### config.mk
export PLATFORM = sky130hd
export DESIGN_NAME = spi_reg_bridge
export DESIGN_NICKNAME = d
export VERILOG_FILES = /design/src/rtl/spi_frame_pkg.sv /design/src/rtl/cs_sync_edge.sv /design/src/rtl/spi_reg_bridge.sv
export SDC_FILE = /design/constraint.sdc
export NUM_CORES = 1
export LEC_CHECK = 0
export ABC_AREA = 1
export CAP_MARGIN = 20
export CORE_MARGIN = 2
export CORE_UTILIZATION = 32
export CTS_BUF_LIST = sky130_fd_sc_hd__clkbuf_8
export DETAILED_ROUTE_END_ITERATION = 10
export GPL_TIMING_DRIVEN = 0
export SLEW_MARGIN = 15
export SYNTH_ARGS = -nofsm -noshare
export SYNTH_HDL_FRONTEND = slang
export SYNTH_SLANG_ARGS = --single-unit
### constraint.sdc
create_clock -name sys_clk -period 2.3 [get_ports sys_clk]
set_input_delay 0.345 -clock sys_clk [delete_from_list [all_inputs] [get_ports sys_clk]]
set_output_delay 0.345 -clock sys_clk [all_outputs]
set_load 0.02 [all_outputs]
### src/rtl/spi_frame_pkg.sv
// Shared frame-layer definitions for the SPI register bridge.
package spi_frame_pkg;

    localparam int unsigned BYTE_W = 8;
    localparam int unsigned DATA_W = 16;

    // Frame parser state encoding
    localparam logic [1:0] ST_IDLE    = 2'd0;
    localparam logic [1:0] ST_CMD     = 2'd1;
    localparam logic [1:0] ST_DATA_HI = 2'd2;
    localparam logic [1:0] ST_DATA_LO = 2'd3;

    typedef enum logic [1:0] {
        IDLE    = ST_IDLE,
        CMD     = ST_CMD,
        DATA_HI = ST_DATA_HI,
        DATA_LO = ST_DATA_LO
    } frame_state_e;

    // Command byte: bit 7 selects read (1) or write (0), low bits carry the address
    localparam int unsigned CMD_RW_BIT = 7;

    // Filler byte shifted out when no read data is pending
    localparam logic [BYTE_W-1:0] IDLE_TX_DEFAULT = 8'hA5;

endpackage

### src/rtl/cs_sync_edge.sv
// Chip-select conditioning: optional 2-flop synchronizer plus fall/rise pulses.
module cs_sync_edge #(
    parameter bit CS_SYNC = 1'b1
) (
    input  logic sys_clk,
    input  logic sys_rst_n,
    input  logic cs,
    output logic cs_l,
    output logic fall_c,
    output logic rise_c
);

    logic cs_prev_q;
    logic cs_prev_d;

    generate
        if (CS_SYNC) begin : g_sync
            logic meta_q;
            logic meta_d;
            logic sync_q;
            logic sync_d;

            // Two-stage capture of the asynchronous chip select
            always_comb begin
                meta_d = cs;
                sync_d = meta_q;
            end

            // Synchronizer flops idle high (deselected)
            always_ff @(posedge sys_clk or negedge sys_rst_n) begin
                if (!sys_rst_n) begin
                    meta_q <= 1'b1;
                    sync_q <= 1'b1;
                end else begin
                    meta_q <= meta_d;
                    sync_q <= sync_d;
                end
            end

            assign cs_l = sync_q;
        end else begin : g_direct
            assign cs_l = cs;
        end
    endgenerate

    // Previous cs_l level for edge detection
    always_comb begin
        cs_prev_d = cs_l;
    end

    // Edge-detect history register
    always_ff @(posedge sys_clk or negedge sys_rst_n) begin
        if (!sys_rst_n) begin
            cs_prev_q <= 1'b1;
        end else begin
            cs_prev_q <= cs_prev_d;
        end
    end

    assign fall_c = cs_prev_q & ~cs_l;
    assign rise_c = ~cs_prev_q & cs_l;

endmodule

### src/rtl/spi_reg_bridge.sv
// Parses SPI byte frames into 16-bit register writes/reads and feeds read data back to the slave.
module spi_reg_bridge
    import spi_frame_pkg::*;
#(
    parameter int unsigned        ADDR_W  = 7,
    parameter logic [BYTE_W-1:0]  IDLE_TX = IDLE_TX_DEFAULT,
    parameter bit                 CS_SYNC = 1'b1
) (
    input  logic                sys_clk,
    input  logic                sys_rst_n,
    input  logic                cs,
    input  logic                rx_valid,
    input  logic [BYTE_W-1:0]   rx_byte,
    output logic [BYTE_W-1:0]   tx_byte,
    output logic                reg_wr_en,
    output logic [ADDR_W-1:0]   reg_wr_addr,
    output logic [DATA_W-1:0]   reg_wr_data,
    output logic [ADDR_W-1:0]   reg_rd_addr,
    input  logic [DATA_W-1:0]   reg_rd_data,
    output logic                frame_err,
    output logic                busy
);

    logic cs_l;
    logic cs_fall_c;
    logic cs_rise_c;

    frame_state_e        state_q,     state_d;
    logic [ADDR_W-1:0]   addr_q,      addr_d;
    logic                rw_q,        rw_d;
    logic [BYTE_W-1:0]   hi_q,        hi_d;
    logic [BYTE_W-1:0]   rd_lo_q,     rd_lo_d;
    logic                rd_load_q,   rd_load_d;
    logic [BYTE_W-1:0]   tx_byte_q,   tx_byte_d;
    logic                wr_en_q,     wr_en_d;
    logic [ADDR_W-1:0]   wr_addr_q,   wr_addr_d;
    logic [DATA_W-1:0]   wr_data_q,   wr_data_d;
    logic                frame_err_q, frame_err_d;
    logic                busy_q,      busy_d;

    cs_sync_edge #(
        .CS_SYNC (CS_SYNC)
    ) u_cs_sync_edge (
        .sys_clk   (sys_clk),
        .sys_rst_n (sys_rst_n),
        .cs        (cs),
        .cs_l      (cs_l),
        .fall_c    (cs_fall_c),
        .rise_c    (cs_rise_c)
    );

    // Frame parser: next state, address sequencing, write strobes and tx byte selection
    always_comb begin
        state_d     = state_q;
        addr_d      = addr_q;
        rw_d        = rw_q;
        hi_d        = hi_q;
        rd_lo_d     = rd_lo_q;
        rd_load_d   = 1'b0;
        tx_byte_d   = tx_byte_q;
        wr_en_d     = 1'b0;
        wr_addr_d   = wr_addr_q;
        wr_data_d   = wr_data_q;
        frame_err_d = 1'b0;
        busy_d      = busy_q;

        // High byte goes straight to tx; only the low byte needs holding for the next slot
        if (rd_load_q) begin
            rd_lo_d   = reg_rd_data[BYTE_W-1:0];
            tx_byte_d = reg_rd_data[DATA_W-1:BYTE_W];
        end

        if (cs_rise_c) begin
            // Frame end wins over a coincident byte, which is dropped
            state_d     = IDLE;
            busy_d      = 1'b0;
            tx_byte_d   = IDLE_TX;
            rd_load_d   = 1'b0;
            frame_err_d = (state_q == DATA_LO);
        end else begin
            case (state_q)
                IDLE: begin
                    if (cs_fall_c) begin
                        state_d   = CMD;
                        busy_d    = 1'b1;
                        tx_byte_d = IDLE_TX;
                    end
                end
                CMD: begin
                    if (rx_valid) begin
                        rw_d      = rx_byte[CMD_RW_BIT];
                        addr_d    = rx_byte[ADDR_W-1:0];
                        rd_load_d = rx_byte[CMD_RW_BIT];
                        state_d   = DATA_HI;
                    end
                end
                DATA_HI: begin
                    if (rx_valid) begin
                        state_d = DATA_LO;
                        if (rw_q) begin
                            tx_byte_d = rd_lo_q;
                        end else begin
                            hi_d = rx_byte;
                        end
                    end
                end
                DATA_LO: begin
                    if (rx_valid) begin
                        state_d = DATA_HI;
                        addr_d  = addr_q + ADDR_W'(1);
                        if (rw_q) begin
                            rd_load_d = 1'b1;
                        end else begin
                            wr_en_d   = 1'b1;
                            wr_addr_d = addr_q;
                            wr_data_d = {hi_q, rx_byte};
                        end
                    end
                end
                default: begin
                    state_d = IDLE;
                end
            endcase
        end
    end

    // State and output registers
    always_ff @(posedge sys_clk or negedge sys_rst_n) begin
        if (!sys_rst_n) begin
            state_q     <= IDLE;
            addr_q      <= '0;
            rw_q        <= 1'b0;
            hi_q        <= '0;
            rd_lo_q     <= '0;
            rd_load_q   <= 1'b0;
            tx_byte_q   <= IDLE_TX;
            wr_en_q     <= 1'b0;
            wr_addr_q   <= '0;
            wr_data_q   <= '0;
            frame_err_q <= 1'b0;
            busy_q      <= 1'b0;
        end else begin
            state_q     <= state_d;
            addr_q      <= addr_d;
            rw_q        <= rw_d;
            hi_q        <= hi_d;
            rd_lo_q     <= rd_lo_d;
            rd_load_q   <= rd_load_d;
            tx_byte_q   <= tx_byte_d;
            wr_en_q     <= wr_en_d;
            wr_addr_q   <= wr_addr_d;
            wr_data_q   <= wr_data_d;
            frame_err_q <= frame_err_d;
            busy_q      <= busy_d;
        end
    end

    assign tx_byte     = tx_byte_q;
    assign reg_wr_en   = wr_en_q;
    assign reg_wr_addr = wr_addr_q;
    assign reg_wr_data = wr_data_q;
    assign reg_rd_addr = addr_q;
    assign frame_err   = frame_err_q;
    assign busy        = busy_q;

endmodule

Yosys cells after proc, flatten, opt, wreduce, memory -nomap -nowiden
Index checks and enable logic that the tools add are counted.
W data, S select, Z words.
{"block": "classes", "bitwise": 6, "eq_ne": 8, "n_mux": 27, "reduce_logical": 11, "add_sub_neg": 1}
{"cell": "$mux W8", "count": 5}
{"cell": "$pmux W8 S2", "count": 1}
{"cell": "$mux W7", "count": 2}
{"cell": "$pmux W7 S2", "count": 1}
{"cell": "$mux W1", "count": 12}
{"cell": "$reduce_and A4 Y1", "count": 3}
{"cell": "$mux W2", "count": 4}
{"cell": "$add A7 B1 Y7 const B", "count": 1}
{"cell": "$ne A3 B3 Y1 const B", "count": 2}
{"cell": "$pmux W2 S3", "count": 1}
{"cell": "$reduce_and A3 Y1", "count": 2}
{"cell": "$reduce_bool A2 Y1", "count": 3}
{"cell": "$eq A2 B2 Y1 const B", "count": 2}
{"cell": "$ne A2 B2 Y1 const B", "count": 2}
{"cell": "$not A1 Y1", "count": 4}
{"cell": "$ne A3 B1 Y1 const B", "count": 1}
{"cell": "$and A1 B1 Y1", "count": 2}
{"cell": "$eq A2 B1 Y1 const B", "count": 1}
{"cell": "$logic_not A2 Y1", "count": 1}
{"cell": "$pmux W1 S2", "count": 1}
{"cell": "$reduce_and A2 Y1", "count": 1}
{"cell": "$reduce_or A2 Y1", "count": 1}
{"block": "totals", "output_inout_bits": 41, "register_bits": 64, "word_cells": 68}

Logic depth before layout (Yosys ltp)
Gate-level depths: netlist of the first run.
{"block": "depth", "ltp_word": 5, "depth_mapped": 9, "ltp_nobuf": 8}

Modules after synthesis
From an unflattened synthesis of the first run, not the netlist that was laid out.
{"block": "unflattened", "cells_unflattened": 309, "hier_area_um2": 2795.2}
{"mod": "spi_reg_bridge", "seq_area_each_um2": 1531.5, "cells_each": 302, "area_per_inst_um2": 2701.3, "instances": 1}
{"mod": "cs_sync_edge", "seq_area_each_um2": 78.8, "cells_each": 7, "area_per_inst_um2": 93.8, "instances": 1}

Worst setup path before layout of the first run
No wires, ideal clock.
{"block": "synth_path", "kind": "register -> register", "start": "register u_cs_sync_edge.cs_prev_q", "end": "register addr_q[2] (netlist: reg_rd_addr[2])", "slack_ns": 0.760, "arrival_time_ns": 1.462, "path_buffers": 2, "path_stages_with_launch": 10, "synth_period_minus_slack_ns": 1.540, "setup_ns": 0.077, "cell_sequence": "dfstp_2 > inv_1 > ha_1 > buf_2 > nor2_4 > nand2_1 > buf_2 > nor2_1 > nor2_1 > a21oi_1"}
{"block": "synth_between", "elab_chain_len": 4}
{"element": "from (decl)", "line": "cs_sync_edge.sv:13", "text": "logic cs_prev_q;"}
{"element": "from (signal assigned)", "line": "cs_sync_edge.sv:56", "text": "cs_prev_q <= cs_prev_d;"}
{"element": "$not A1 Y1", "line": "cs_sync_edge.sv:61", "text": "assign rise_c = ~cs_prev_q & cs_l;"}
{"element": "$and A1 B1 Y1", "line": "cs_sync_edge.sv:61"}
{"element": "$not A1 Y1 (no source line)"}
{"element": "$reduce_and A4 Y1 (no source line)"}
{"element": "to (signal assigned)", "line": "spi_reg_bridge.sv:144", "text": "addr_q <= addr_d;"}
{"element": "to (decl)", "line": "spi_reg_bridge.sv:29", "text": "logic [ADDR_W-1:0] addr_q, addr_d;"}
No other way between the ends.
A chain may end at the register's enable or synchronous reset.

Worst setup path after layout of the first run
{"block": "layout_path", "start": "register addr_q[4] (netlist: reg_rd_addr[4])", "end": "output port reg_rd_addr[4]"}
{"element": "to (decl)", "line": "spi_reg_bridge.sv:18", "text": "output logic [ADDR_W-1:0] reg_rd_addr,"}
No word-level cell between the ends.

==> impl_metrics.toml, run 1 <==
[clock_network]
clk_latency_ps = 340
holdBufCountCts = 1
ctsResizeCount = 0
cts_buffers = 9
tritoncts = "done"
clk_pin_slew_ps = 70
cts_setup_buffers = 0
cts_root_buffer = "clkbuf_8"
htreeDepth = 3
cts_max_path_buffers = 2
clock_sinks = 64

[power]
comb_power_share = 0.413
swShare = 0.367
internal_power_mw = 3.28
p_clk_frac = 0.210
ir_drop_mv = 0.473
leakagePower_nw = 1.87
seqPwrFrac = 0.377
power.density_nw_per_um2 = 1320
p_sw_mw = 1.90

[outcome]
status = "finished clean"

[routing]
drc = 0
first_pass_iters = 4
routedWlPerCell_um = 12.7
initialDrtViolationCount = 70
via_per_inst = 4.54
vias = 2272
wl_mm = 6.37
ant_nets = 0

[synth]
synth_area_um2 = 2860
yosysWarningCount = 0
synth_seq_cells = 64
synth_top_area_frac = 0.499
syn_nets = 337
synth_top_cells_by_area = "dfrtp_1, nand2_1, dfstp_2"
synthCells = 306
synth_area_per_cell_um2 = 9.34
yosysUniqueCellTypes = 25
synth_top_area_cell = "dfrtp_1"
yosysSeqAreaShare = 0.563

[global_routing]
grt_max_degree = 34
grt_usage = 0.143
antenna_found_initial = 0
grt_pass1_wl_mm = 11.2
grt_overflow = 0
grt_pass1_vias = 2321

[worst_setup_path]
critical_path_required_ps = 1960
slowest_stage = "clkdlybuf4s50_1"
slowest_delay_ps = 660
cp-end-kind = "output pin"
worst-path-max-fanout = 6
cp_top_family = "buffers and inverters"
crit_arrival_ps = 1500
cp-start-kind = "register"
worstPathCellList = "clkdlybuf4s50_1"
crit_buf_inv = 1
crit_type = "register to output pin"

[cells_and_area]
num_antenna_cells = 0
area_delta_synth_final_pct = 37.3
nets = 418
fin_area_um2 = 3930
post_route_cells_drive_above_1_share = 0.171

[timing]
tightest_slew_ps = 426
slew_headroom = 0.716
post-route-period-util = 0.800
setup_ws_ps = 459
finalWorstPathRequiredPeriod_ps = 1840
timing_hold_violations_final = 0
rsz0062_at_grt = "no"
fmax_mhz = 543
finalClockSkew_ps = 9.09
slew_viol_final = 0
setup_viol_count_final = 0

[placement]
post-place-ws_ps = 541
place_area_um2 = 3690
port_buffers = 68
gp_congestion = 0.818
dp_hpwl_mm = 4.61

[flow_run]
maxCapViolations = 0

[die]
ios = 69
die_area_um2 = 9710
row_count = 34
coreArea_um2 = 8680
die_y_um = 98.5
die_width_um = 98.5
start_util = 0.329

[hold_path]
hp-class = "register to register"
cells in the mapped netlist, drive strengths merged:
| cell | count |
|---|---|
| a21oi | 14 |
| buf | 11 |
| clkbuf | 1 |
| clkinv | 1 |
| dfrtp | 57 |
| dfstp | 7 |
| ha | 3 |
| inv | 36 |
| mux2 | 4 |
| nand2 | 99 |
| nand3 | 11 |
| nand4 | 1 |
| nor2 | 10 |
| nor3 | 1 |
| o211ai | 6 |
| o21ai | 41 |
| o21bai | 2 |
| xor2 | 1 |
flip-flops by register name, indices dropped and copies added, names as in the netlist, 2 cells and up:
name,cells
rd_lo_q,8
reg_rd_addr,7
reg_wr_addr,7
tx_byte,8
reg_wr_data,16
state_q,2
hi_q,8
cell type report:
cell class / instances / area (um2)
clock inverters: 5 / 72.6
clock buffers: 11 / 151
flip-flops and latches: 64 / 1610
fillers: 893 / 4750
plain buffers: 12 / 93.8
well taps: 108 / 135
repair buffers: 70 / 708
multi-input cells: 193 / 1010
inverters: 37 / 140
routing by layer:
metal	wire length, um	track usage	up-vias
li1	-	-	1143
met1	3080	0.194	1072
met2	2850	0.217	41
met3	236	0.0262	16
met4	203	0.0790	0
met5	0	0	-
power by group through the flow:
stage	clock (mW)	sequential [mW]	combinational [mW]
floorplan	0	2.31	0.872
global placement	0	1.97	2.12
detailed placement	0	1.98	2.15
CTS	1.11	1.96	2.17
global route	1.16	2.03	2.37
finish	1.09	1.95	2.14
stage by stage:
stage	std cells	TNS, ps	util	power (mW)	hold WS (ps)
global placement	482	-76310	0.423	4.09	346
floorplan	306	0	-	3.18	49.4
finish	500	0	0.452	5.18	353
global route	500	0	0.452	5.56	359
CTS	500	0	0.452	5.24	360
detailed placement	483	0	0.425	4.13	323
cell usage in the layout (no fill, tap or decap):
cell type and count:
clkdlybuf4s50_1 67, a21oi_1 14, o211ai_1 6, buf_4 1, buf_2 6, nor2_1 9, o21ai_2 21, nand2_2 3
dfrtp_1 57, buf_8 1, nor3_4 1, buf_6 4, xor2_1 1, dfstp_2 7, inv_2 1, dlygate4sd3_1 1
clkinv_2 2, ha_1 3, clkbuf_1 1, o21ai_0 20, bufinv_16 2, nand2_4 1, nand2_1 95, o21bai_1 2
nand3_1 11, inv_1 37, clkbuf_8 11, mux2_2 4, nor2_4 1, buf_12 1, nand4_1 1
cell families (layout without fill, tap and decap cells):
group | after synthesis | count (layout) | synth area share
and+or+nand+nor | 122 | 122 | 0.178
DFF | 64 | 64 | 0.563
AOI/OAI and AO/OA | 63 | 63 | 0.145
buffers and inverters | 49 | 135 | 0.0818
muxes | 4 | 4 | 0.0158
adders and majority gates | 3 | 3 | 0.0131
xor gates and xnor gates | 1 | 1 | 0.00306
worst paths after layout:
path / start / end / slack (ps) / cells after the start
worst max-delay path: reg_rd_addr[4] / reg_rd_addr[4] / 460 / 1
worst min-delay path: u_cs_sync_edge.g_sync.meta_q / u_cs_sync_edge.cs_l / 350 / 0
worst max register to register: u_cs_sync_edge.cs_prev_q / reg_rd_addr[3] / 610 / 9
worst min register to register: u_cs_sync_edge.g_sync.meta_q / u_cs_sync_edge.cs_l / 350 / 0
max in group asynchronous: sys_rst_n / tx_byte[2] / 1250 / 3
min in group asynchronous: sys_rst_n / rd_lo_q[0] / 480 / 2
Power figures use the tool's default switching activity.
==> inputs of run 2 (changes only) <==
==> constraint.sdc (replaced) <==
create_clock -name sys_clk -period 1.7 [get_ports sys_clk]
set_input_delay 0.255 -clock sys_clk [delete_from_list [all_inputs] [get_ports sys_clk]]
set_output_delay 0.255 -clock sys_clk [all_outputs]
set_load 0.02 [all_outputs]
==> impl_metrics.toml, run 2 (synthesis results as in run 1) <==
[outcome]
status = "finished clean"

[timing]
timing_hold_violations_final = 0
post-route-period-util = 0.978
fmax_mhz = 601
setup_viol_count_final = 0
slew_viol_final = 0
slew_headroom = 0.716
finalSetupTns_ps = 0
finalWorstPathRequiredPeriod_ps = 1660
tightest_slew_ps = 426
timing.hold.ws_ps = 324
finalClockSkew_ps = 9.43

[cells_and_area]
final_cell_mix = "nand2_1, clkdlybuf4s50_1, dfrtp_1"
fin_util = 0.457
layout_commonest_cell = "nand2_1"
fin_area_um2 = 3960
area_delta_synth_final_pct = 38.6
largest_reg_flops = 16
nets = 421
num_antenna_cells = 0
post_route_cells_drive_above_1_share = 0.185

[die]
row_count = 34
start_util = 0.329
ios = 69
coreArea_um2 = 8680
die_width_um = 98.5
die_area_um2 = 9710
die_y_um = 98.5

[worst_setup_path]
worstPathCellList = "clkdlybuf4s50_1"
cp_top_family = "buffers and inverters"
r2r_start = "u_cs_sync_edge.cs_prev_q"
critical_path_required_ps = 1440
crit_arrival_ps = 1410
crit_type = "register to output pin"
worst-path-max-fanout = 5
crit_buf_inv = 1
reg2regPathDepth = 8
cp-end-kind = "output pin"
cp-start-kind = "register"
slowest_stage = "clkdlybuf4s50_1"
r2r_slack_ps = 90
r2r_end = "reg_wr_data[7]"
slowest_delay_ps = 640

[routing]
vias = 2292
wl_mm = 6.42
drc = 0
first_pass_iters = 4
routedWlPerCell_um = 12.8
via_per_inst = 4.56
ant_nets = 0
initialDrtViolationCount = 72

[clock_network]
clock_sinks = 64
cts_root_buffer = "clkbuf_8"
cts_max_path_buffers = 2
htreeDepth = 3
clk_pin_slew_ps = 70
cts_buffers = 9
tritoncts = "done"
clk_latency_ps = 340

[placement]
port_buffers = 68
dp_hpwl_mm = 4.61
place_area_um2 = 3690
gp_congestion = 0.818

[hold_path]
hold_path_end = "u_cs_sync_edge.g_sync.meta_q"
min_from = "cs"
hp-class = "primary input to register"
whs_path_depth = 1

[power]
power.density_nw_per_um2 = 1760
comb_power_share = 0.412
total_power_mw = 6.99
seqPwrFrac = 0.378
p_sw_mw = 2.58
swShare = 0.369
internal_power_mw = 4.41
p_clk_frac = 0.211
leakagePower_nw = 1.90
ir_drop_mv = 0.629

[global_routing]
antenna_found_initial = 0
grt_max_degree = 34
grt_overflow = 0
grt_pass1_vias = 2321
grt_pass1_wl_mm = 11.2
grt_usage = 0.143

[flow_run]
maxCapViolations = 0
## run 2: how the worst max path moves through the flow
stage                          end  depth (start not counted)                     start
CTS                 reg_rd_addr[3]                          9  u_cs_sync_edge.cs_prev_q
floorplan           reg_rd_addr[2]                          9  u_cs_sync_edge.cs_prev_q
global route        reg_rd_addr[2]                          9  u_cs_sync_edge.cs_prev_q
detailed placement  reg_rd_addr[3]                          9  u_cs_sync_edge.cs_prev_q
finish              reg_rd_addr[3]                          1            reg_rd_addr[3]
global placement    reg_wr_addr[6]                          1                 sys_rst_n
## run 2: routing by layer
metal / GRT usage / vias up / routed length, um
met1: 0.194 / 1088 / 3100
met5: 0 / - / 0
li1: - / 1144 / -
met2: 0.217 / 44 / 2880
met3: 0.0262 / 16 / 237
met4: 0.0790 / 0 / 202
## run 2: final cells by class
type                            count  area (um2)
Fill cell                         881        4720
Sequential cell                    64        1610
Multi-Input combinational cell    193        1020
Timing Repair Buffer               73         726
Clock buffer                       11         151
Inverter                           37         140
Tap cell                          108         135
Buffer                             12         106
Clock inverter                      5        72.6
## run 2: power groups by stage
stage	Sequential [mW]	Combinational (mW)	Clock [mW]
after floorplan	3.13	1.18	0
after global placement	2.66	2.87	0
after detailed placement	2.67	2.91	0
after CTS	2.65	2.89	1.50
after global routing	2.75	3.19	1.57
final	2.64	2.88	1.47
## run 2: timing repair
item | 4_1_cts | 5_1_grt
hold buffers | 1 | 0
gates resized for setup | 6 | 10
endpoints found under the hold margin | 25 | 0
setup buffers | 0 | 3
setup endpoints to repair | 7 | 18
gates cloned | 0 | 0
pin swaps | 1 | 1
## run 2: through the flow
step | setup slack [ps] | instances
2_1_floorplan | 160 | 306
3_3_place_gp | -1790 | 482
3_5_place_dp | 10.9 | 483
4_1_cts | 16.5 | 500
5_1_grt | -0.957 | 503
6_report | 36.6 | 503
==> inputs of run 3 (changes only) <==
--- a/config.mk
+++ b/config.mk
@@ -8,10 +8,11 @@
 export ABC_AREA = 1
 export CAP_MARGIN = 20
 export CORE_MARGIN = 2
-export CORE_UTILIZATION = 32
+export CORE_UTILIZATION = 51
 export CTS_BUF_LIST = sky130_fd_sc_hd__clkbuf_8
 export DETAILED_ROUTE_END_ITERATION = 10
 export GPL_TIMING_DRIVEN = 0
+export PLACE_DENSITY = 0.82
 export SLEW_MARGIN = 15
 export SYNTH_ARGS = -nofsm -noshare
 export SYNTH_HDL_FRONTEND = slang
==> impl_metrics.toml, run 3 (synthesis results as in run 1) <==
[die]
row_count = 27
start_util = 0.522
die_y_um = 78.9
coreArea_um2 = 5470
die_area_um2 = 6220
die_width_um = 78.9
ios = 69

[cells_and_area]
area_delta_synth_final_pct = 35.0
layout_commonest_cell = "nand2_1"
nets = 421
final_cell_mix = "nand2_1, clkdlybuf4s50_1, dfrtp_1"
num_antenna_cells = 0
fin_area_um2 = 3860
largest_reg_flops = 16
post_layout_nonfiller_instances = 467
fin_util = 0.705
post_route_cells_drive_above_1_share = 0.195

[placement]
place_area_um2 = 3630
place_inst = 446
dp_hpwl_mm = 4.26
port_buffers = 68
gp_congestion = 0.878

[clock_network]
cts_buffers = 9
cts_max_path_buffers = 2
clk_pin_slew_ps = 70
clock_sinks = 64
cts_root_buffer = "clkbuf_8"
htreeDepth = 3
clk_latency_ps = 330
tritoncts = "done"

[worst_setup_path]
crit_buf_inv = 1
slowest_stage = "clkdlybuf4s50_1"
reg2regPathDepth = 8
crit_arrival_ps = 1410
critical_path_required_ps = 1440
r2r_end = "reg_rd_addr[2]"
slowest_delay_ps = 640
worstPathCellList = "clkdlybuf4s50_1"
worst-path-max-fanout = 5
cp-end-kind = "output pin"
cp_top_family = "buffers and inverters"
r2r_start = "u_cs_sync_edge.cs_prev_q"
cp-start-kind = "register"
r2r_slack_ps = 60
crit_cells = 1
crit_type = "register to output pin"

[timing]
post-route-period-util = 0.980
slew_viol_final = 0
timing.hold.ws_ps = -14.8
finalClockSkew_ps = 3.55
finalWorstPathRequiredPeriod_ps = 1670
tightest_slew_ps = 780
setup_viol_count_final = 0
slew_headroom = 0.480
fmax_mhz = 601
timing_hold_violations_final = 8

[routing]
drc = 0
first_pass_iters = 4
ant_nets = 0
via_per_inst = 4.99
routedWlPerCell_um = 13.4
wl_mm = 6.26
vias = 2331
initialDrtViolationCount = 144

[power]
total_power_mw = 6.75
power.density_nw_per_um2 = 1750
ir_drop_mv = 1.08
leakagePower_nw = 1.86

[hold_path]
hp-class = "primary input to async pin"

[global_routing]
antenna_found_initial = 0
grt_pass1_wl_mm = 10.1
grt_pass1_vias = 2168
grt_max_degree = 65
grt_usage = 0.211
grt_overflow = 0

[outcome]
violations = "negative hold slack"
status = "finished with violations"

[flow_run]
maxCapViolations = 0
[run 3: layout make-up]
| cell class | count | area (um2) |
|---|---|---|
| Timing Repair Buffer | 73 | 703 |
| Buffer | 12 | 106 |
| Multi-Input combinational cell | 193 | 1030 |
| Fill cell | 422 | 1610 |
| Inverter | 37 | 140 |
| Tap cell | 72 | 90.1 |
| Sequential cell | 64 | 1610 |
| Clock inverter | 4 | 18.8 |
| Clock buffer | 12 | 165 |
[run 3: routing by layer]
layer,track usage,vias up,wire (um)
li1,-,1143,-
met1,0.296,1102,2830
met2,0.321,73,3020
met3,0.0386,13,251
met4,0.0948,0,160
met5,0,-,0
[run 3: what timing repair did]
action,4_1_cts,5_1_grt
gates resized for setup,6,11
endpoints found under the hold margin,0,0
hold buffers,0,0
pin swaps,1,1
endpoints found under the setup margin,7,24
buffers inserted,0,3
cloned,0,2
[run 3: worst reg2reg max path, stage by stage (launching register included)]
cell,delay [ps]
dfstp_2,530
inv_1,40
ha_2,180
buf_6,130
nor2_4,150
nand2_2,100
buf_2,170
a21oi_1,140
a21oi_1,80
[run 3: stage by stage]
stage               setup TNS, ps  worst slack, ps
floorplan                       0              160
global placement           -97990            -1610
detailed placement              0             16.1
CTS                             0             17.5
global route                -18.5            -17.3
finish                          0             34.8
[run 3: worst max-delay path by stage]
stage	start	endpoint
after floorplan	u_cs_sync_edge.cs_prev_q	reg_rd_addr[2]
after global routing	u_cs_sync_edge.cs_prev_q	reg_rd_addr[2]
final	reg_rd_addr[1]	reg_rd_addr[1]
after CTS	u_cs_sync_edge.cs_prev_q	reg_rd_addr[3]
after detailed placement	u_cs_sync_edge.cs_prev_q	reg_rd_addr[3]
after global placement	sys_rst_n	rd_lo_q[0]
[run 3: power breakdown]
part | total [mW] | internal (mW) | switching (mW)
clock network | 1.20 | 0.636 | 0.565
registers | 2.65 | 2.21 | 0.437
logic | 2.91 | 1.31 | 1.60
